`config.mk`:
```
export PLATFORM = sky130hd
export DESIGN_NAME = ackcts_responder
export DESIGN_NICKNAME = d
export VERILOG_FILES = /design/src/rtl/ackcts_responder_pkg.sv /design/src/rtl/ackcts_rate_sel.sv /design/src/rtl/ackcts_responder.sv
export SDC_FILE = /design/constraint.sdc
export NUM_CORES = 1
export LEC_CHECK = 0
export BUFFER_PORTS_ARGS = -buffer_cell sky130_fd_sc_hd__buf_2
export CORE_MARGIN = 3
export CORE_UTILIZATION = 53
export CTS_BUF_LIST = sky130_fd_sc_hd__clkbuf_8
export CTS_CLUSTER_DIAMETER = 80
export DETAILED_ROUTE_END_ITERATION = 10
export PLACE_DENSITY = 0.88
export SETUP_SLACK_MARGIN = 0.2
export SYNTH_ARGS = -nofsm -noshare
export SYNTH_HDL_FRONTEND = slang
export SYNTH_SLANG_ARGS = --single-unit
```
`constraint.sdc`:
```
create_clock -name clk -period 13.9 [get_ports clk]
set_input_delay 0.695 -clock clk [delete_from_list [all_inputs] [get_ports clk]]
set_output_delay 0.695 -clock clk [all_outputs]
set_load 0.005 [all_outputs]
```
`src/rtl/ackcts_responder_pkg.sv`:
```
// Shared xpu definitions for the ACK/CTS responder: frame-control codes,
// legacy rate codes, RTS length, FSM encoding and the Duration helper.
package ackcts_responder_pkg;

    localparam logic [1:0] FC_TYPE_MGMT = 2'b00;
    localparam logic [1:0] FC_TYPE_CTRL = 2'b01;
    localparam logic [1:0] FC_TYPE_DATA = 2'b10;

    localparam logic [3:0] FC_SUBTYPE_RTS = 4'b1011;

    localparam logic [15:0] RTS_LEN = 16'd20;

    localparam logic [3:0] RATE_6M  = 4'b1011;
    localparam logic [3:0] RATE_9M  = 4'b1111;
    localparam logic [3:0] RATE_12M = 4'b1010;
    localparam logic [3:0] RATE_18M = 4'b1110;
    localparam logic [3:0] RATE_24M = 4'b1001;
    localparam logic [3:0] RATE_36M = 4'b1101;
    localparam logic [3:0] RATE_48M = 4'b1000;
    localparam logic [3:0] RATE_54M = 4'b1100;

    typedef enum logic [2:0] {
        ST_IDLE,
        ST_HDR,
        ST_ADDR,
        ST_FCS,
        ST_SIFS,
        ST_REQ
    } state_e;

    // Remaining NAV after our response: dur - SIFS - resp_time, floored at 0.
    // A received duration with bit 15 set is not a NAV value, so it yields 0.
    function automatic logic [15:0] calc_resp_dur(
        input logic [15:0] dur,
        input logic [6:0]  sifs,
        input logic [11:0] rtime
    );
        logic [15:0] total;
        logic [15:0] avail;
        logic [15:0] res;
        total = {9'd0, sifs} + {4'd0, rtime};
        avail = {1'b0, dur[14:0]};
        res   = 16'd0;
        if (!dur[15] && (avail >= total)) begin
            res = avail - total;
        end
        return res;
    endfunction

endpackage

```
`src/rtl/ackcts_rate_sel.sv`:
```
// Response rate selection: maps received rate/MCS to the control response
// rate and its OFDM symbol count.
// Ports: signal_rate_i ([7]=HT, [3:0]=rate/MCS) -> resp_rate_o, n_sym_o.
module ackcts_rate_sel
    import ackcts_responder_pkg::*;
(
    input  logic [7:0] signal_rate_i,
    output logic [7:0] resp_rate_o,
    output logic [2:0] n_sym_o
);

    logic [3:0] code;
    logic       unused_rate_bits;

    assign unused_rate_bits = ^signal_rate_i[6:4];

    always_comb begin
        code = RATE_6M;
        if (signal_rate_i[7]) begin
            case (signal_rate_i[3:0])
                4'd0:       code = RATE_6M;
                4'd1, 4'd2: code = RATE_12M;
                default:    code = RATE_24M;
            endcase
        end else begin
            case (signal_rate_i[3:0])
                RATE_6M, RATE_9M:   code = RATE_6M;
                RATE_12M, RATE_18M: code = RATE_12M;
                RATE_24M, RATE_36M,
                RATE_48M, RATE_54M: code = RATE_24M;
                // Unknown legacy code: answer at the most robust rate.
                default:            code = RATE_6M;
            endcase
        end
    end

    always_comb begin
        n_sym_o = 3'd2;
        case (code)
            RATE_6M:  n_sym_o = 3'd6;
            RATE_12M: n_sym_o = 3'd3;
            default:  n_sym_o = 3'd2;
        endcase
    end

    assign resp_rate_o = {4'b0000, code};

endmodule

```
`src/rtl/ackcts_responder.sv`:
```
// Receiver-side ACK/CTS responder: after a good unicast frame to this node,
// waits SIFS (minus TX lead) and requests an ACK, or a CTS after an RTS.
// Ports: PHY rx strobes (header/FC/addr/FCS), timing config (sifs, preamble,
// symbol time), resp_enable/nav_busy/resp_ack in; resp_req, resp_is_cts,
// resp_ra, resp_duration, resp_rate, resp_drop, resp_drop_count out.
// Macro ACKCTS_RESP_CTS_EN enables the RTS->CTS path.
module ackcts_responder
    import ackcts_responder_pkg::*;
#(
    parameter int TX_LEAD_US      = 2,
    parameter int RESP_TIMEOUT_US = 4
) (
    input  logic        clk,
    input  logic        rst,
    input  logic        tsf_pulse_1M,
    input  logic        pkt_header_valid_strobe,
    input  logic        pkt_header_valid,
    input  logic [7:0]  signal_rate,
    input  logic [15:0] signal_len,
    input  logic        FC_DI_valid,
    input  logic [1:0]  FC_type,
    input  logic [3:0]  FC_subtype,
    input  logic [15:0] duration,
    input  logic        addr1_valid,
    input  logic        addr2_valid,
    input  logic [47:0] addr1,
    input  logic [47:0] addr2,
    input  logic [47:0] self_mac_addr,
    input  logic        fcs_in_strobe,
    input  logic        fcs_valid,
    input  logic [6:0]  sifs_time,
    input  logic [6:0]  preamble_sig_time,
    input  logic [4:0]  ofdm_symbol_time,
    input  logic        resp_enable,
    input  logic        nav_busy,
    input  logic        resp_ack,
    output logic        resp_req,
    output logic        resp_is_cts,
    output logic [47:0] resp_ra,
    output logic [15:0] resp_duration,
    output logic [7:0]  resp_rate,
    output logic        resp_drop,
    output logic [15:0] resp_drop_count
);

    localparam logic [6:0] LEAD    = 7'(TX_LEAD_US);
    localparam logic [7:0] TMO_LIM = 8'(RESP_TIMEOUT_US);

    state_e      state_q, state_d;
    logic [6:0]  sifs_cnt_q, sifs_cnt_d;
    logic [7:0]  tmo_q, tmo_d;
    logic        cts_cap_q, cts_cap_d;
    logic [15:0] dur_cap_q, dur_cap_d;
    logic [7:0]  rate_cap_q, rate_cap_d;
    logic [47:0] ra_q, ra_d;
    logic        req_q, req_d;
    logic        cts_q, cts_d;
    logic [15:0] dur_o_q, dur_o_d;
    logic [7:0]  rate_o_q, rate_o_d;
    logic        drop_q, drop_d;
    logic [15:0] drop_cnt_q, drop_cnt_d;

    logic        drop_evt;
    logic        is_ack_frame;
    logic        is_rts_frame;
    logic        nav_block;
    logic [7:0]  sel_rate;
    logic [2:0]  n_sym;
    logic [11:0] resp_time;
    logic [6:0]  sifs_load;

    ackcts_rate_sel u_rate_sel (
        .signal_rate_i (rate_cap_q),
        .resp_rate_o   (sel_rate),
        .n_sym_o       (n_sym)
    );

    assign resp_time = 12'(preamble_sig_time)
                     + 12'(ofdm_symbol_time) * 12'(n_sym);

    assign sifs_load = (sifs_time > LEAD) ? (sifs_time - LEAD) : 7'd0;

    assign is_ack_frame = (FC_type == FC_TYPE_MGMT)
                       || (FC_type == FC_TYPE_DATA);

`ifdef ACKCTS_RESP_CTS_EN
    assign is_rts_frame = (FC_type == FC_TYPE_CTRL)
                       && (FC_subtype == FC_SUBTYPE_RTS)
                       && (signal_len == RTS_LEN)
                       && !duration[15];
    assign nav_block    = nav_busy;
`else
    logic unused_cts_inputs;
    assign unused_cts_inputs = ^{nav_busy, signal_len, FC_subtype};
    assign is_rts_frame = 1'b0;
    assign nav_block    = 1'b0;
`endif

    always_comb begin
        state_d    = state_q;
        sifs_cnt_d = sifs_cnt_q;
        tmo_d      = tmo_q;
        cts_cap_d  = cts_cap_q;
        dur_cap_d  = dur_cap_q;
        rate_cap_d = rate_cap_q;
        ra_d       = ra_q;
        req_d      = req_q;
        cts_d      = cts_q;
        dur_o_d    = dur_o_q;
        rate_o_d   = rate_o_q;
        drop_evt   = 1'b0;

        unique case (state_q)
            ST_IDLE: ;
            ST_HDR: begin
                if (FC_DI_valid) begin
                    dur_cap_d  = duration;
                    rate_cap_d = signal_rate;
                    if (is_ack_frame) begin
                        cts_cap_d = 1'b0;
                        state_d   = ST_ADDR;
                    end else if (is_rts_frame) begin
                        cts_cap_d = 1'b1;
                        state_d   = ST_ADDR;
                    end else begin
                        state_d   = ST_IDLE;
                    end
                end
            end
            ST_ADDR: begin
                if (addr2_valid) begin
                    ra_d = addr2;
                end
                if (addr1_valid) begin
                    // Unicast to us only; group bit set means no response.
                    if ((addr1 == self_mac_addr) && !addr1[0]) begin
                        state_d = ST_FCS;
                    end else begin
                        state_d = ST_IDLE;
                    end
                end
            end
            ST_FCS: begin
                if (addr2_valid) begin
                    ra_d = addr2;
                end
                if (fcs_in_strobe) begin
                    if (!fcs_valid || !resp_enable
                        || (cts_cap_q && nav_block)) begin
                        state_d = ST_IDLE;
                    end else begin
                        // Response fields are latched now so they are
                        // already stable when resp_req rises.
                        cts_d      = cts_cap_q;
                        rate_o_d   = sel_rate;
                        dur_o_d    = calc_resp_dur(dur_cap_q, sifs_time,
                                                   resp_time);
                        sifs_cnt_d = sifs_load;
                        tmo_d      = 8'd0;
                        if (sifs_load == 7'd0) begin
                            req_d   = 1'b1;
                            state_d = ST_REQ;
                        end else begin
                            state_d = ST_SIFS;
                        end
                    end
                end
            end
            ST_SIFS: begin
                if (tsf_pulse_1M) begin
                    if (sifs_cnt_q <= 7'd1) begin
                        sifs_cnt_d = 7'd0;
                        req_d      = 1'b1;
                        state_d    = ST_REQ;
                    end else begin
                        sifs_cnt_d = sifs_cnt_q - 7'd1;
                    end
                end
            end
            ST_REQ: begin
                // Ack has priority over a same-cycle timeout.
                if (resp_ack) begin
                    req_d   = 1'b0;
                    state_d = ST_IDLE;
                end else if (tsf_pulse_1M) begin
                    if (tmo_q >= TMO_LIM) begin
                        req_d    = 1'b0;
                        drop_evt = 1'b1;
                        state_d  = ST_IDLE;
                    end else begin
                        tmo_d = tmo_q + 8'd1;
                    end
                end
            end
            default: state_d = ST_IDLE;
        endcase

        // A new PHY header pre-empts whatever is in flight; a pending or
        // waiting response is lost unless it was acked this very cycle.
        if (pkt_header_valid_strobe) begin
            state_d = pkt_header_valid ? ST_HDR : ST_IDLE;
            req_d   = 1'b0;
            if ((state_q == ST_SIFS)
                || ((state_q == ST_REQ) && !resp_ack)) begin
                drop_evt = 1'b1;
            end
        end

        drop_d     = drop_evt;
        drop_cnt_d = drop_cnt_q;
        if (drop_evt && (drop_cnt_q != 16'hFFFF)) begin
            drop_cnt_d = drop_cnt_q + 16'd1;
        end
    end

    always_ff @(posedge clk or posedge rst) begin
        if (rst) begin
            state_q    <= ST_IDLE;
            sifs_cnt_q <= 7'd0;
            tmo_q      <= 8'd0;
            cts_cap_q  <= 1'b0;
            dur_cap_q  <= 16'd0;
            rate_cap_q <= 8'd0;
            ra_q       <= 48'd0;
            req_q      <= 1'b0;
            cts_q      <= 1'b0;
            dur_o_q    <= 16'd0;
            rate_o_q   <= 8'd0;
            drop_q     <= 1'b0;
            drop_cnt_q <= 16'd0;
        end else begin
            state_q    <= state_d;
            sifs_cnt_q <= sifs_cnt_d;
            tmo_q      <= tmo_d;
            cts_cap_q  <= cts_cap_d;
            dur_cap_q  <= dur_cap_d;
            rate_cap_q <= rate_cap_d;
            ra_q       <= ra_d;
            req_q      <= req_d;
            cts_q      <= cts_d;
            dur_o_q    <= dur_o_d;
            rate_o_q   <= rate_o_d;
            drop_q     <= drop_d;
            drop_cnt_q <= drop_cnt_d;
        end
    end

    assign resp_req        = req_q;
    assign resp_is_cts     = cts_q;
    assign resp_ra         = ra_q;
    assign resp_duration   = dur_o_q;
    assign resp_rate       = rate_o_q;
    assign resp_drop       = drop_q;
    assign resp_drop_count = drop_cnt_q;

endmodule

```
-- Yosys cells after proc, flatten, opt, wreduce, memory -nomap -nowiden
Memory sizes are Yosys's and may differ from the RTL's.
Index checks and enable logic that the tools add are counted.
- word-level logic and storage cells: 128
- input bits: 222
- memories kept: 1
- memory bits (read-only): 32
- bits in registers: 128
- output and inout port bits: 91
- $lt $le $gt $ge: 4
- reduce and logical (&&, ||, !) cells: 28
- bitwise logic cells: 1
- multiply operators: 1
- add/sub/neg operators: 7
- eq/ne operators: 28
- multiplexer cells: 47
- memories (memory ; depth ; width ; read ports ; clocked after memory_dff ; wr ports ; line ; text):
    (no name shown) ; 16 ; 2 ; 1 ; 0 ; 0 ; ackcts_rate_sel.sv:26 ; case (signal_rate_i[3:0])
- operators with widths (cell ; number):
    $eq A48 B48 Y1 ; 1
    $mux W8 ; 5
    $mux W7 ; 5
    $mux W3 ; 10
    $ne A3 B3 Y1 const B ; 7
    $pmux W3 S6 ; 1
    $mux W1 ; 17
    $add A16 B1 Y16 const B ; 1
    $mux W16 ; 1
    $ne A16 B16 Y1 const B ; 1
    $pmux W8 S2 ; 1
    $reduce_and A8 Y1 ; 2
    $sub A15 B10 Y16 ; 1
    $ge A15 B10 Y1 ; 1
    $ne A2 B2 Y1 const B ; 7
    $pmux W7 S2 ; 1
    $add A7 B9 Y10 ; 1
    $add A7 B8 Y9 ; 1
    $add A8 B1 Y8 const B ; 1
    $eq A4 B4 Y1 const B ; 2
    $ge A8 B3 Y1 const B ; 1
    $mul A5 B3 Y8 ; 1
    $ne A4 B4 Y1 const B ; 2
    $gt A7 B2 Y1 const B ; 1
    other kinds (29) ; 44

-- Depth between registers and ports, before layout
- word-level depth: 12
- depth in mapped cells: 26
- depth with buffers taken out: 25

-- Modules after synthesis
From an unflattened synthesis, not the netlist that was laid out.
- cell total of the unflattened synthesis: 716
- area total of the unflattened synthesis: 7617.3 µm²
- by module, submodules not included (module ; cells an instance ; area each (µm²) ; times used ; sequential area each (µm²)):
    ackcts_responder ; 696 ; 7475.9 ; 1 ; 3303.2
    ackcts_rate_sel ; 20 ; 141.4 ; 1 ; 0.0

-- Least setup slack after synthesis
OpenSTA, ideal clock, no wires.
- path type: register to register
- start: reg rate_cap_q[0]
- end: reg dur_o_q[4] (netlist: resp_duration[4])
- required time: 13.805 ns
- data arrival time: 5.123 ns
- path slack: 8.682 ns
- cell stages (with the launch flop): 25
- setup time: 0.095 ns
- buffers on the path: 1
- period minus slack after synthesis: 5.218 ns
- cell sequence: dfrtp_1 xor2_1 nand3_1 o21ai_0 and2_1 fa_1 inv_1 fa_1 fa_1 inv_1 ha_1 a21o_1 a21oi_1 o21bai_1 a21oi_1 nor2_1 a211oi_1 ha_1 nor4_4 or4b_4 a41oi_2 a211oi_4 inv_1 buf_2 o31ai_1
- cells in the longest elaborated chain, start to end: 12
- elaborated cells on any way between the ends: 17
- those cells by class: add/sub: 3; mul: 1; order compare: 1; eq/ne: 4; mux: 4; reduce/logical: 3; memory: 1
- ends and longest elaborated chain (what ; line ; text):
    start, declared ; ackcts_responder.sv:54 ; logic [7:0] rate_cap_q, rate_cap_d;
    start signal, assigned ; ackcts_responder.sv:237 ; rate_cap_q <= rate_cap_d;
    $eq A4 B1 Y1 or $eq A4 B2 Y1 (tied branches) ; ackcts_rate_sel.sv:20 ; case (signal_rate_i[3:0])
    $reduce_or A2 Y1 ; ackcts_rate_sel.sv:20 ;
    $pmux W2 S2 ; ackcts_rate_sel.sv:20 ;
    $mux W4 * ; ackcts_rate_sel.sv:19 ; if (signal_rate_i[7]) begin
    $eq A4 B4 Y1 ; ackcts_rate_sel.sv:39 ; case (code)
    $pmux W3 S2 * ; ackcts_rate_sel.sv:39 ;
    $mul A5 B3 Y8 * ; ackcts_responder.sv:79 ; + 12'(ofdm_symbol_time) * 12'(n_sym);
    $add A7 B8 Y9 * ; ackcts_responder.sv:79 ;
    $add A7 B9 Y10 * ; ackcts_responder_pkg.sv:41 ; total = {9'd0, sifs} + {4'd0, rtime};
    $ge A15 B10 Y1 ; ackcts_responder_pkg.sv:44 ; if (!dur[15] && (avail >= total)) begin
    $logic_and A1 B1 Y1 ; ackcts_responder_pkg.sv:44 ;
    $mux W16 * ; ackcts_responder_pkg.sv:44 ;
    end signal, assigned ; ackcts_responder.sv:241 ; dur_o_q <= dur_o_d;
    end, declared ; ackcts_responder.sv:58 ; logic [15:0] dur_o_q, dur_o_d;
Every way passes the cells marked *; elsewhere a longest branch is shown, timed or not.
A chain may end at the register's enable or synchronous reset.

-- Final worst setup path
Same ends and word-level chain as after synthesis.

==> metrics.cfg <==
[clocking]
buffer_cell_driving_the_clock_tree_root=sky130_fd_sc_hd__clkbuf_8
cts_made_buffers=17
cts_num_sinks=124
cts.repair_timing.setup_buffer_count=0
post_cts_resize_count=0
cts_hold_buf=0
cts_tree=done
clk_transition_reported_paths_ps=70
worstSkewPairLatency_ps=430
htree_num_levels=4
cts-root-to-sink-buffers=2

[routing]
detail_route.vias_per_cell=5.27
ant_nets=0
dr_wl_met2_um=10600
wire_per_inst_um=16.5
detailed_router_iteration_count_before_antenna_repair=5
top_routing_layer_in_use=met5
drt-total-wl_um=19100
detail_route.wirelength.met1_um=6930
drc=0
wl_met3_um=1150
drt_first_iter_violations=382
route.vias.total=6093

[power_and_ir_drop]
switching_share=0.414
power-per-cell-area_mw_per_mm2=210
clock_power_share=0.183
leakage_nw=4.93
switching_power_uw=801
power.ir.vdd_worst_v=0.000185
comb_power_share=0.540
share_seq_of_total_power=0.277
cellInternalPower_mw=1.14

[floorplan]
die_h_um=123
die_w_um=123
num_rows=41
core_area_mm2=0.0129
ioPinCount=313
floorplan.die_area_mm2=0.0150
initial_core_utilization=0.557

[global_routing]
grt_overflow_total=0
via_count_of_the_first_global_routing_pass=6280
grt_antenna_before_repair=5
grt_max_degree=74
total_grt_usage=0.257
first_pass_grt_wire_length_um=29800

[yosys]
netlist_top_cells_area=sky130_fd_sc_hd__dfrtp_1 43%, sky130_fd_sc_hd__mux2_2 11%, sky130_fd_sc_hd__xor2_1 7.1%
synth_enable_flop_cells=0
async_reset_ff_frac=1.00
synth.largest_area_cell=sky130_fd_sc_hd__dfrtp_1
postSynthCellCount=679
yosys-top-cells-count=124 x sky130_fd_sc_hd__dfrtp_1, 68 x sky130_fd_sc_hd__mux2_2, 58 x sky130_fd_sc_hd__inv_1, 58 x sky130_fd_sc_hd__xor2_1, 50 x sky130_fd_sc_hd__nand2_1
synth_area_per_cell_um2=10.6
netlist-cell-type-count=62
synth-main-ff-cell=sky130_fd_sc_hd__dfrtp_1
syn-cell-area_mm2=0.00720
synth-seq-area-share=0.431
synth_most_common_cell=sky130_fd_sc_hd__dfrtp_1
synth_top_area_share=0.431
yosysWarningCount=0
flops_latches_synth=124

[critical_path]
critical_path.max_fanout=11
crit_path_top_delay_cell=sky130_fd_sc_hd__fa_1
path_class=reg2reg
crit_buf_inv=3
critical_path.startpoint_type=flip-flop
critical_path.cell_chain=nand2b_1, o21ai_0, and2_1, fa_1, inv_1, fa_1, fa_1, inv_1, ha_1, a21o_1, a21oi_1, o21bai_1, a21oi_1, nor2_1, a211oi_1, ha_1, nor4_4, or4b_4, a41oi_2, a211oi_4, inv_1, o31ai_1
crit_path_leading_delay_family=compound AO/OA/AOI/OAI gates
worst_ep_required_time_ps=14200
worst-endpoint-arrival_ps=6450
timing.critical_path.slowest_cell_delay_ps=570
setup.worst_path.end_class=flip-flop

[sta]
slew_headroom=0.245
worst_clock_skew_ps=13.4
max_freq_mhz=163
timing_hold_violations_final=0
setup_total_negative_slack_ps=0
final.min_clock_period_ps=6150
min_period_over_period=0.442
worst-slew-pin-transition_ps=1130
drv_slew=0
grt_setup_unrepaired=no
timing.final.setup_violations=0
setup_ws_ps=7750

[place]
port_buffers=281
detailed_place.area_mm2=0.00877
routability_cong=0.974
dp_hpwl_um=15400
detailedPlace.worstSlack_ps=7880

[final_layout]
layout-drive-gt1-share=0.405
num-fill-cells=986
num-nets-final=1232
synth_to_final_area_change_pct=28.1
postLayoutCellArea_mm2=0.00923

[min_path]
worst_hold_path_type=in2async

[run]
cap_violations=0

[status]
outcome=finished clean

-- registers in the layout, summed over array words and instances, names as in the netlist --
register and count:
sifs_cnt_q 7, resp_rate 3, resp_drop_count 16, resp_drop 1, tmo_q 8, state_q 3, resp_duration 16, resp_ra 48
dur_cap_q 16, rate_cap_q 5, resp_req 1
-- per-stage QoR --
stage	cells	hold slack, ps	total power [mW]	util
finish	1156	363	1.94	0.714
global route	1156	396	2.11	0.714
CTS	1152	357	1.94	0.713
detailed placement	1120	456	1.57	0.678
global placement	1120	443	1.52	0.678
floorplan	684	459	1.30	-
-- power groups by stage --
| stage | combinational (mW) | clock, mW | sequential [mW] |
|---|---|---|---|
| 2_1_floorplan | 0.771 | 0 | 0.529 |
| 3_3_place_gp | 0.991 | 0 | 0.533 |
| 3_5_place_dp | 1.03 | 0 | 0.542 |
| 4_1_cts | 1.04 | 0.361 | 0.536 |
| 5_1_grt | 1.18 | 0.377 | 0.550 |
| 6_report | 1.05 | 0.354 | 0.537 |
-- worst register-to-register path: cells and delay by family, from the launching register on --
kind                     cells  cell delay [ps]
AO/OA/AOI/OAI                9             2370
AND/OR/NAND/NOR              5              790
flip-flops                   1              440
adder cells (fa/ha/maj)      5             2060
buffers and inverters        3              370
-- routing by layer --
| metal | track usage | vias up |
|---|---|---|
| li1 | - | 2931 |
| met1 | 0.274 | 2910 |
| met2 | 0.487 | 223 |
| met3 | 0.0627 | 27 |
| met4 | 0.0987 | 2 |
| met5 | 0 | - |
-- layout by cell type (no fill, tap or decap), types with 6 or more instances in the layout --
| cell | netlist | final |
|---|---|---|
| sky130_fd_sc_hd__fa_1 | 16 | 16 |
| sky130_fd_sc_hd__and2_1 | 6 | 6 |
| sky130_fd_sc_hd__a21oi_1 | 23 | 23 |
| sky130_fd_sc_hd__nor4_1 | 13 | 13 |
| sky130_fd_sc_hd__o21ai_0 | 37 | 37 |
| sky130_fd_sc_hd__a21o_1 | 6 | 6 |
| sky130_fd_sc_hd__nor3_1 | 12 | 12 |
| sky130_fd_sc_hd__nor2_1 | 32 | 32 |
| sky130_fd_sc_hd__xnor2_1 | 18 | 18 |
| sky130_fd_sc_hd__nand4_1 | 7 | 7 |
| sky130_fd_sc_hd__buf_2 | 2 | 281 |
| sky130_fd_sc_hd__inv_1 | 58 | 57 |
| sky130_fd_sc_hd__conb_1 | 1 | 6 |
| sky130_fd_sc_hd__a31oi_1 | 6 | 6 |
| sky130_fd_sc_hd__clkbuf_8 | 0 | 19 |
| sky130_fd_sc_hd__xor2_1 | 58 | 58 |
| sky130_fd_sc_hd__nand3_1 | 9 | 9 |
| sky130_fd_sc_hd__nor3b_1 | 6 | 6 |
| sky130_fd_sc_hd__mux2_2 | 68 | 68 |
| sky130_fd_sc_hd__ha_1 | 27 | 27 |
| sky130_fd_sc_hd__nand2b_1 | 11 | 11 |
| sky130_fd_sc_hd__nand2_1 | 50 | 50 |
| sky130_fd_sc_hd__dfrtp_1 | 124 | 124 |
-- layout make-up --
class | instances | area, um^2 | area share
well taps | 172 | 215 | 0.0233
clock inverters | 13 | 189 | 0.0205
inverters | 58 | 220 | 0.0239
multi-input cells | 482 | 3800 | 0.412
clock buffers | 19 | 262 | 0.0283
repair buffers | 284 | 1430 | 0.155
diodes | 4 | 10.0 | 0.00108
flip-flops and latches | 124 | 3100 | 0.336
-- path summary, 6_finish.rpt --
kind,end,slack (ps),depth (start not counted),startpoint
hold / removal,resp_duration[10],360,2,rst
setup / recovery,resp_duration[4],7750,22,rate_cap_q[0]
min in group clk,resp_rate[3],470,1,resp_rate[3]
setup reg to reg,resp_duration[4],7750,22,rate_cap_q[0]
hold reg to reg,resp_rate[3],470,1,resp_rate[3]
max in group asynchronous,resp_ra[37],12210,3,rst
-- cells by family after synthesis --
group           share of synthesized area
compound gates                      0.107
xor+xnor                           0.0924
fa+ha+maj                          0.0914
buf+inv                            0.0441
flops                               0.431
mux                                 0.108
other cells                      0.000521
simple gates                        0.126
No activity file was read; power rests on OpenSTA's default activity.
